==> config.mk <==
export PLATFORM = sky130hd
export DESIGN_NAME = execute_stage
export DESIGN_NICKNAME = d
export VERILOG_FILES = /design/src/rtl/execute_stage.sv
export SDC_FILE = /design/constraint.sdc
export NUM_CORES = 1
export LEC_CHECK = 0
export CORE_MARGIN = 10
export CORE_UTILIZATION = 40
export CTS_CLUSTER_SIZE = 12
export DETAILED_ROUTE_END_ITERATION = 6
export PLACE_DENSITY_LB_ADDON = 0.2
export SYNTH_ARGS = -nofsm -noshare
export SYNTH_HDL_FRONTEND = slang
export SYNTH_SLANG_ARGS = --single-unit
==> constraint.sdc <==
create_clock -name clock -period 11.4 [get_ports clock]
set_input_delay 2.28 -clock clock [delete_from_list [all_inputs] [get_ports clock]]
set_output_delay 2.28 -clock clock [all_outputs]
set_load 0.02 [all_outputs]
==> src/rtl/execute_stage.sv <==
// execute_stage: EX stage of the 5-stage RV32I pipeline.
// Selects ALU operands, computes the ALU result, resolves conditional
// branches back to fetch and registers the result into EX/MEM.
// Optional feature macro: EX_MUL_EN. When it is defined, an iterative
// shift-add multiplier runs MUL and stalls upstream through ex_busy. When it
// is undefined, MUL executes as its funct3 ALU op in one cycle.
module execute_stage #(
    parameter int XLEN      = 32,
    parameter int MUL_STEPS = 32
) (
    input  logic            clock,
    input  logic            reset,
    input  logic            mem_re_in,
    input  logic            mem_we_in,
    input  logic            reg_file_write_in,
    input  logic            branch_instruction,
    input  logic [1:0]      alu_op,
    input  logic [1:0]      select_mux_1,
    input  logic [1:0]      select_mux_2,
    input  logic [1:0]      select_mux_4,
    input  logic [XLEN-1:0] reg_a,
    input  logic [XLEN-1:0] reg_b,
    input  logic [XLEN-1:0] immediate,
    input  logic [XLEN-1:0] pc,
    input  logic [4:0]      addr_rd,
    input  logic [6:0]      funct7e3,
    output logic            branch_taken,
    output logic [XLEN-1:0] branch_target,
    output logic            ex_busy,
    output logic            mem_re_out,
    output logic            mem_we_out,
    output logic            reg_file_write_out,
    output logic [1:0]      select_mux_4_out,
    output logic [XLEN-1:0] alu_result,
    output logic [XLEN-1:0] store_data,
    output logic [4:0]      rd_ex_mem
);

    localparam int SHW = $clog2(XLEN);

    // One EX/MEM pipeline entry.
    typedef struct packed {
        logic            mem_re;
        logic            mem_we;
        logic            rf_we;
        logic [1:0]      wb_sel;
        logic [XLEN-1:0] result;
        logic [XLEN-1:0] store;
        logic [4:0]      rd;
    } exmem_t;

    logic [XLEN-1:0] alu_a;
    logic [XLEN-1:0] alu_b;
    logic [XLEN-1:0] alu_out;
    logic [SHW-1:0]  shamt;
    logic [2:0]      funct3;
    logic            is_sub;
    logic            is_sra;
    logic            cond;
    exmem_t          entry_now;
    exmem_t          exmem_d;
    exmem_t          exmem_q;
    logic            unused_funct_bits;

    assign funct3 = funct7e3[2:0];
    assign is_sra = funct7e3[6];
    // Subtract only for R-type; I-type addi with funct7e3[6] set stays an add.
    assign is_sub = funct7e3[6] && (select_mux_2 == 2'b00);
    assign unused_funct_bits = ^funct7e3[5:3];

    // Operand muxes and the ALU proper.
    always_comb begin
        // NOTE: every combinational output gets a default first so no path leaves it unassigned (no latch).
        alu_a   = '0;
        alu_b   = immediate;
        alu_out = '0;
        case (select_mux_1)
            2'b00:   alu_a = reg_a;
            2'b01:   alu_a = pc;
            default: alu_a = '0;
        endcase
        case (select_mux_2)
            2'b00:   alu_b = reg_b;
            2'b10:   alu_b = XLEN'(4);
            default: alu_b = immediate;
        endcase
        shamt = alu_b[SHW-1:0];
        case (alu_op)
            2'b01: alu_out = alu_a - alu_b;
            2'b10: begin
                case (funct3)
                    3'b000:  alu_out = is_sub ? (alu_a - alu_b) : (alu_a + alu_b);
                    3'b001:  alu_out = alu_a << shamt;
                    3'b010:  alu_out = XLEN'($signed(alu_a) < $signed(alu_b));
                    3'b011:  alu_out = XLEN'(alu_a < alu_b);
                    3'b100:  alu_out = alu_a ^ alu_b;
                    3'b101:  alu_out = is_sra ? XLEN'($signed(alu_a) >>> shamt)
                                              : (alu_a >> shamt);
                    3'b110:  alu_out = alu_a | alu_b;
                    default: alu_out = alu_a & alu_b;
                endcase
            end
            default: alu_out = alu_a + alu_b;
        endcase
    end

    // Branch resolution: compares the two register operands, target is pc + immediate.
    always_comb begin
        cond = 1'b0;
        case (funct3)
            3'b000:  cond = (reg_a == reg_b);
            3'b001:  cond = (reg_a != reg_b);
            3'b100:  cond = ($signed(reg_a) < $signed(reg_b));
            3'b101:  cond = ($signed(reg_a) >= $signed(reg_b));
            3'b110:  cond = (reg_a < reg_b);
            3'b111:  cond = (reg_a >= reg_b);
            default: cond = 1'b0;
        endcase
    end

    assign branch_taken  = (alu_op == 2'b01) && branch_instruction && cond;
    assign branch_target = pc + immediate;

    // EX/MEM entry for the instruction currently in ID/EX.
    always_comb begin
        entry_now.mem_re = mem_re_in;
        entry_now.mem_we = mem_we_in;
        entry_now.rf_we  = reg_file_write_in;
        entry_now.wb_sel = select_mux_4;
        entry_now.result = alu_out;
        entry_now.store  = reg_b;
        entry_now.rd     = addr_rd;
    end

`ifdef EX_MUL_EN
    localparam int CW = (MUL_STEPS > 1) ? $clog2(MUL_STEPS) : 1;

    typedef enum logic [1:0] {
        S_IDLE = 2'd0,
        S_BUSY = 2'd1,
        S_DONE = 2'd2
    } mul_state_t;

    mul_state_t      state_q, state_d;
    logic [CW-1:0]   cnt_q, cnt_d;
    logic [XLEN-1:0] mcand_q, mcand_d;
    logic [XLEN-1:0] mplier_q, mplier_d;
    logic [XLEN-1:0] prod_q, prod_d;
    logic [XLEN-1:0] prod_next;
    exmem_t          mul_ctl_q, mul_ctl_d;
    logic            is_mul;

    assign is_mul    = (alu_op == 2'b10) && funct7e3[5];
    assign prod_next = prod_q + (mplier_q[0] ? mcand_q : '0);
    assign ex_busy   = (state_q == S_BUSY);

    // Multiplier FSM next state and EX/MEM entry selection.
    always_comb begin
        state_d   = state_q;
        cnt_d     = cnt_q;
        mcand_d   = mcand_q;
        mplier_d  = mplier_q;
        prod_d    = prod_q;
        mul_ctl_d = mul_ctl_q;
        exmem_d   = entry_now;
        case (state_q)
            S_BUSY: begin
                prod_d   = prod_next;
                mcand_d  = mcand_q << 1;
                mplier_d = mplier_q >> 1;
                cnt_d    = cnt_q + 1'b1;
                exmem_d  = '0;
                if (cnt_q == CW'(MUL_STEPS - 1)) begin
                    state_d        = S_DONE;
                    exmem_d        = mul_ctl_q;
                    exmem_d.result = prod_next;
                end
            end
            default: begin
                // IDLE and DONE both accept the instruction waiting in ID/EX.
                if (is_mul) begin
                    state_d   = S_BUSY;
                    cnt_d     = '0;
                    mcand_d   = alu_a;
                    mplier_d  = alu_b;
                    prod_d    = '0;
                    mul_ctl_d = entry_now;
                    exmem_d   = '0;
                end else begin
                    state_d = S_IDLE;
                end
            end
        endcase
    end

    // Multiplier state and operand registers; reset aborts any multiply in flight.
    always_ff @(posedge clock or negedge reset) begin
        if (!reset) begin
            state_q   <= S_IDLE;
            cnt_q     <= '0;
            mcand_q   <= '0;
            mplier_q  <= '0;
            prod_q    <= '0;
            mul_ctl_q <= '0;
        end else begin
            state_q   <= state_d;
            cnt_q     <= cnt_d;
            mcand_q   <= mcand_d;
            mplier_q  <= mplier_d;
            prod_q    <= prod_d;
            mul_ctl_q <= mul_ctl_d;
        end
    end
`else
    assign ex_busy = 1'b0;

    // Without the multiplier every instruction goes straight into EX/MEM.
    always_comb begin
        exmem_d = entry_now;
    end
`endif

    // EX/MEM pipeline register.
    always_ff @(posedge clock or negedge reset) begin
        if (!reset) begin
            exmem_q <= '0;
        end else begin
            // NOTE: clocked state uses non-blocking assignment so all registers update from pre-edge values.
            exmem_q <= exmem_d;
        end
    end

    assign mem_re_out         = exmem_q.mem_re;
    assign mem_we_out         = exmem_q.mem_we;
    assign reg_file_write_out = exmem_q.rf_we;
    assign select_mux_4_out   = exmem_q.wb_sel;
    assign alu_result         = exmem_q.result;
    assign store_data         = exmem_q.store;
    assign rd_ex_mem          = exmem_q.rd;

endmodule
Word-level counts from Yosys, hierarchy flattened. Index checks and enable logic that the tools add are counted.

Register bits: 74. Input bits: 154. Output and inout bits: 108. Word-level logic and storage cells: 48.

Add/sub/neg operators: 3. $lt $le $gt $ge: 6. Equal/unequal tests: 13. Shift-type cells: 3. Mux-type cells: 7. Bitwise logic cells: 3. Reduce and logical (&&, ||, !) cells: 6.

Operator list (count): one-hot mux 32 bit (7 select lines) (1); one-hot mux 32 bit (2 select lines) (3); < comparator 32 bit (4); adder 32 bit (2); >= comparator 32 bit (2); two-way mux 32 bit (2); bitwise AND 32 bit (1); equality test 32 bit (1); != test 32 bit (1); OR 32 bit (1); left shift 32 x 5 -> 32 bit (1); >> shifter 32 x 5 -> 32 bit (1); >>> shifter 32 x 5 -> 32 bit (1); subtractor 32 bit (1); bitwise XOR 32 bit (1); equality test 3 bit, second input constant (4); equality test 3 x 2 -> 1 bit, second input constant (2); one-hot mux 1 bit (6 select lines) (1); equality test 2 x 1 -> 1 bit, second input constant (2); equality test 2 bit, second input constant (2); zero test 2 bit (2); equality test 3 x 1 -> 1 bit, second input constant (1); logical AND 1 bit (3); zero test 3 bit (1).

Depth between registers and ports, before layout.
Depth after elaboration: 6. Depth in mapped cells: 18. Mapped depth without buffers: 15.

Least setup slack after synthesis. OpenSTA, ideal clock, no wires.

Kind: input port to output port. Start: input immediate[6]. End: output branch_target[29]. Data arrival time: 4767 ps. Data required time: 9120 ps. Slack: 4353 ps. Cell stages on the path: 10. Path buffers: 0. Path through: ha_1 -> a2111oi_0 -> o21ai_1 -> a311o_1 -> o2bb2ai_1 -> o31ai_2 -> a31oi_1 -> a2111o_1 -> a21oi_2 -> xnor2_1.

Word-level cells in the longest chain between the ends: 1.

RTL lines: from (decl) (line 23) `input logic [XLEN-1:0] immediate,`; adder 32 bit (line 122) `assign branch_target = pc + immediate;`; to (decl) (line 28) `output logic [XLEN-1:0] branch_target,`.

Every way passes these cells.

Worst setup path after layout.
Start: input immediate[0]. End: output branch_target[28].

The elaborated chain is that of the path after synthesis.

==> run_results.csv <==
group,metric,value,unit
timing,max_slew_margin,21.9,%
critical_path,crit_buf_inv,3,
cts,cts_buffers,9,
layout,area_growth,21.2,%
pwr,p_sw,0.789,mW
critical_path,slowest_delay,680,ps
timing,worstMarginPinSlew,1170,ps
timing,rsz0062_at_grt,"false",
critical_path,crit_type,"in -> out",
yosys,yosysWarnings,0,
pwr,ir_worst_vdd,0.000100,V
yosys,ys.flop_type,"dfrtp_1",
grt,grt_pass1_wl,103000,um
yosys,synth_area_per_cell,7.31,um^2
cts,cts_hold_buffers,0,
routing,wl_per_cell,26.3,um
pwr,switching_share,47.1,%
grt,antenna_found_initial,8,
yosys,syn_inst,1974,
timing,setup_tns,0,ps
pwr,p_comb_share,64.2,%
routing,totalWireLength,68700,um
layout,nets,2470,
timing,post-route-period-util,76.4,%
yosys,seq_area_frac_synth,12.8,%
grt,grt_max_degree,75,
critical_path,required,9120,ps
hold_path,hp-class,"in -> async",
die,ios,262,
cts,post_cts_buffers,0,
cts,cts_resized,0,
pwr,internal_power,0.886,mW
placement,port_buffers,257,
grt,grt_remaining_overflow,0,
pwr,leakage,7.55,nW
yosys,async_reset_ff_share,100,%
job,cap_violations,0,
cts,clk_path_buf_depth,2,
timing,drv_slew,0,
critical_path,path_depth,15,
pwr,pwr-share-seq,18.0,%
cts,cts_root_buf,"clkbuf_16",
pwr,power.share.clock,17.8,%
cts,cts_tree,"yes",
cts,cts.htree.levels,3,
layout,final_common_cell,"clkdlybuf4s50_1",
critical_path,setup.worst_path.start_class,"input pin",
outcome,status,"complete, no violations",
layout,final_cell_area,17500,um^2
critical_path,cp_top_family,"compound AO/OA/AOI/OAI gates",
routing,drtPass1Iterations,6,
placement,place.gp.congestion,1.08,
yosys,synthesis.nets,2293,
die,die_y,210,um
die,start_util,40.5,%
routing,ant_nets,0,
cts,cts.sinks,74,
placement,place_inst,2601,
cts,cts.clk_slew.worst_paths,60,ps
yosys,syn_area,14400,um^2
layout,final_cell_mix,"254 x clkdlybuf4s50_1, 205 x nor2_1, 182 x o21ai_0, 162 x ha_1, 155 x mux2i_1",
timing,period_needed,8710,ps
critical_path,critPathSlowestCell,"clkdlybuf4s50_1",
layout,diodes,0,
critical_path,endpoint_kind,"output pin",
yosys,ys_seq_elements,74,
routing,drt_drc_violations_left,0,
layout,drive_gt1_share,4.97,%
routing,via_per_inst,6.31,
timing,hold_viol,0,
routing,drt_iter0_markers,1859,
critical_path,crit_path_end,"branch_target[28]",
placement,hpwl,54100,um
grt,first_global_vias,16100,
layout,final_cells,2616,
placement,dp_slack,2770,ps
timing,setup_ws,2690,ps
die,die_width,210,um
pwr,total_power,1.68,mW
routing,num_vias,16500,
die,core_area,35600,um^2
timing,setup_viol,0,
timing,timing.fmax,115,MHz
critical_path,critPathLaunch,"immediate[0]",
yosys,yosys.cell_types.count,96,
pwr,power_density,95.8,nW/um^2
die,die-area,44100,um^2
placement,postPlaceCellArea,17200,um^2
critical_path,cp_max_fo,4,
die,rows,69,
critical_path,cp.arrival,6430,ps
yosys,synth_edf_count,0,
critical_path,cp_cell_sequence,"clkdlybuf4s50_1 > ha_1 > inv_1 > fa_1 > nor2b_1 > o21a_1 > o21ai_0 > a21oi_1 > nor3_1 > o21ai_0 > a41oi_1 > o21bai_1 > a21oi_1 > xnor2_1 > clkdlybuf4s50_1",
grt,grt_usage,30.1,%
## power by group through the flow
| stage | Sequential, mW | Combinational (mW) | Clock (mW) |
|---|---|---|---|
| floorplan | 0.349 | 0.612 | 0 |
| global placement | 0.307 | 1.04 | 0 |
| detailed placement | 0.308 | 1.05 | 0 |
| CTS | 0.303 | 1.05 | 0.307 |
| global route | 0.305 | 1.15 | 0.316 |
| finish | 0.302 | 1.08 | 0.298 |
## per-layer routing
layer	global-route usage, %	vias to the layer above	part of all wire, %
li1	-	7503	-
met1	39.1	7858	41
met2	45.5	972	43
met3	8.64	154	11
met4	12.3	14	4.1
met5	0	-	0.15
## final cells by class
class,count,area (um^2)
clock buffers,12,246
flip-flops and latches,74,1850
fillers,3610,18100
repair buffers,294,2840
well taps,461,577
inverters,157,592
clock inverters,3,40.0
multi-input cells,1615,11300
## synthesized netlist by cell type (37+ instances only)
master	number	area, um^2
nor2_1	206	773
o21ai_0	182	911
nand2_1	136	510
xnor2_1	69	604
mux2i_1	155	1550
a21oi_1	146	731
dfrtp_1	74	1850
ha_1	162	2030
nor3_1	44	220
o211ai_1	37	278
inv_1	147	552
clkbuf_1	67	251
## worst min-delay path by stage
stage                     endpoint  depth (start not counted)  slack (ps)  start
2_1_floorplan        alu_result[0]                          0        1980  reset
3_3_place_gp   select_mux_4_out[1]                          1        2500  reset
3_5_place_dp            mem_re_out                          1        2520  reset
4_1_cts                 mem_re_out                          1        2110  reset
5_1_grt               rd_ex_mem[0]                          1        2150  reset
6_report                mem_re_out                          1        2060  reset
## cell families after synthesis
kind of cell | count (synthesis) | synth area share [%]
compound gates | 669 | 30.3
buf+inv | 285 | 8.67
other cells | 1 | 0.0260
mux | 165 | 11.8
simple gates | 533 | 16.9
xor+xnor | 82 | 4.98
fa+ha+maj | 165 | 14.5
flops | 74 | 12.8
## flip-flops by register name (all words and copies together), names as in the netlist
signal              flops
reg_file_write_out      1
rd_ex_mem               5
store_data             32
select_mux_4_out        2
mem_we_out              1
mem_re_out              1
alu_result             32
## per-stage QoR
stage | hold slack [ps] | util [%]
floorplan | 1980 | -
global placement | 2500 | 48.4
detailed placement | 2520 | 48.4
CTS | 2110 | 49.2
global route | 2150 | 49.2
finish | 2060 | 49.2
Power figures use the tool's default switching activity.
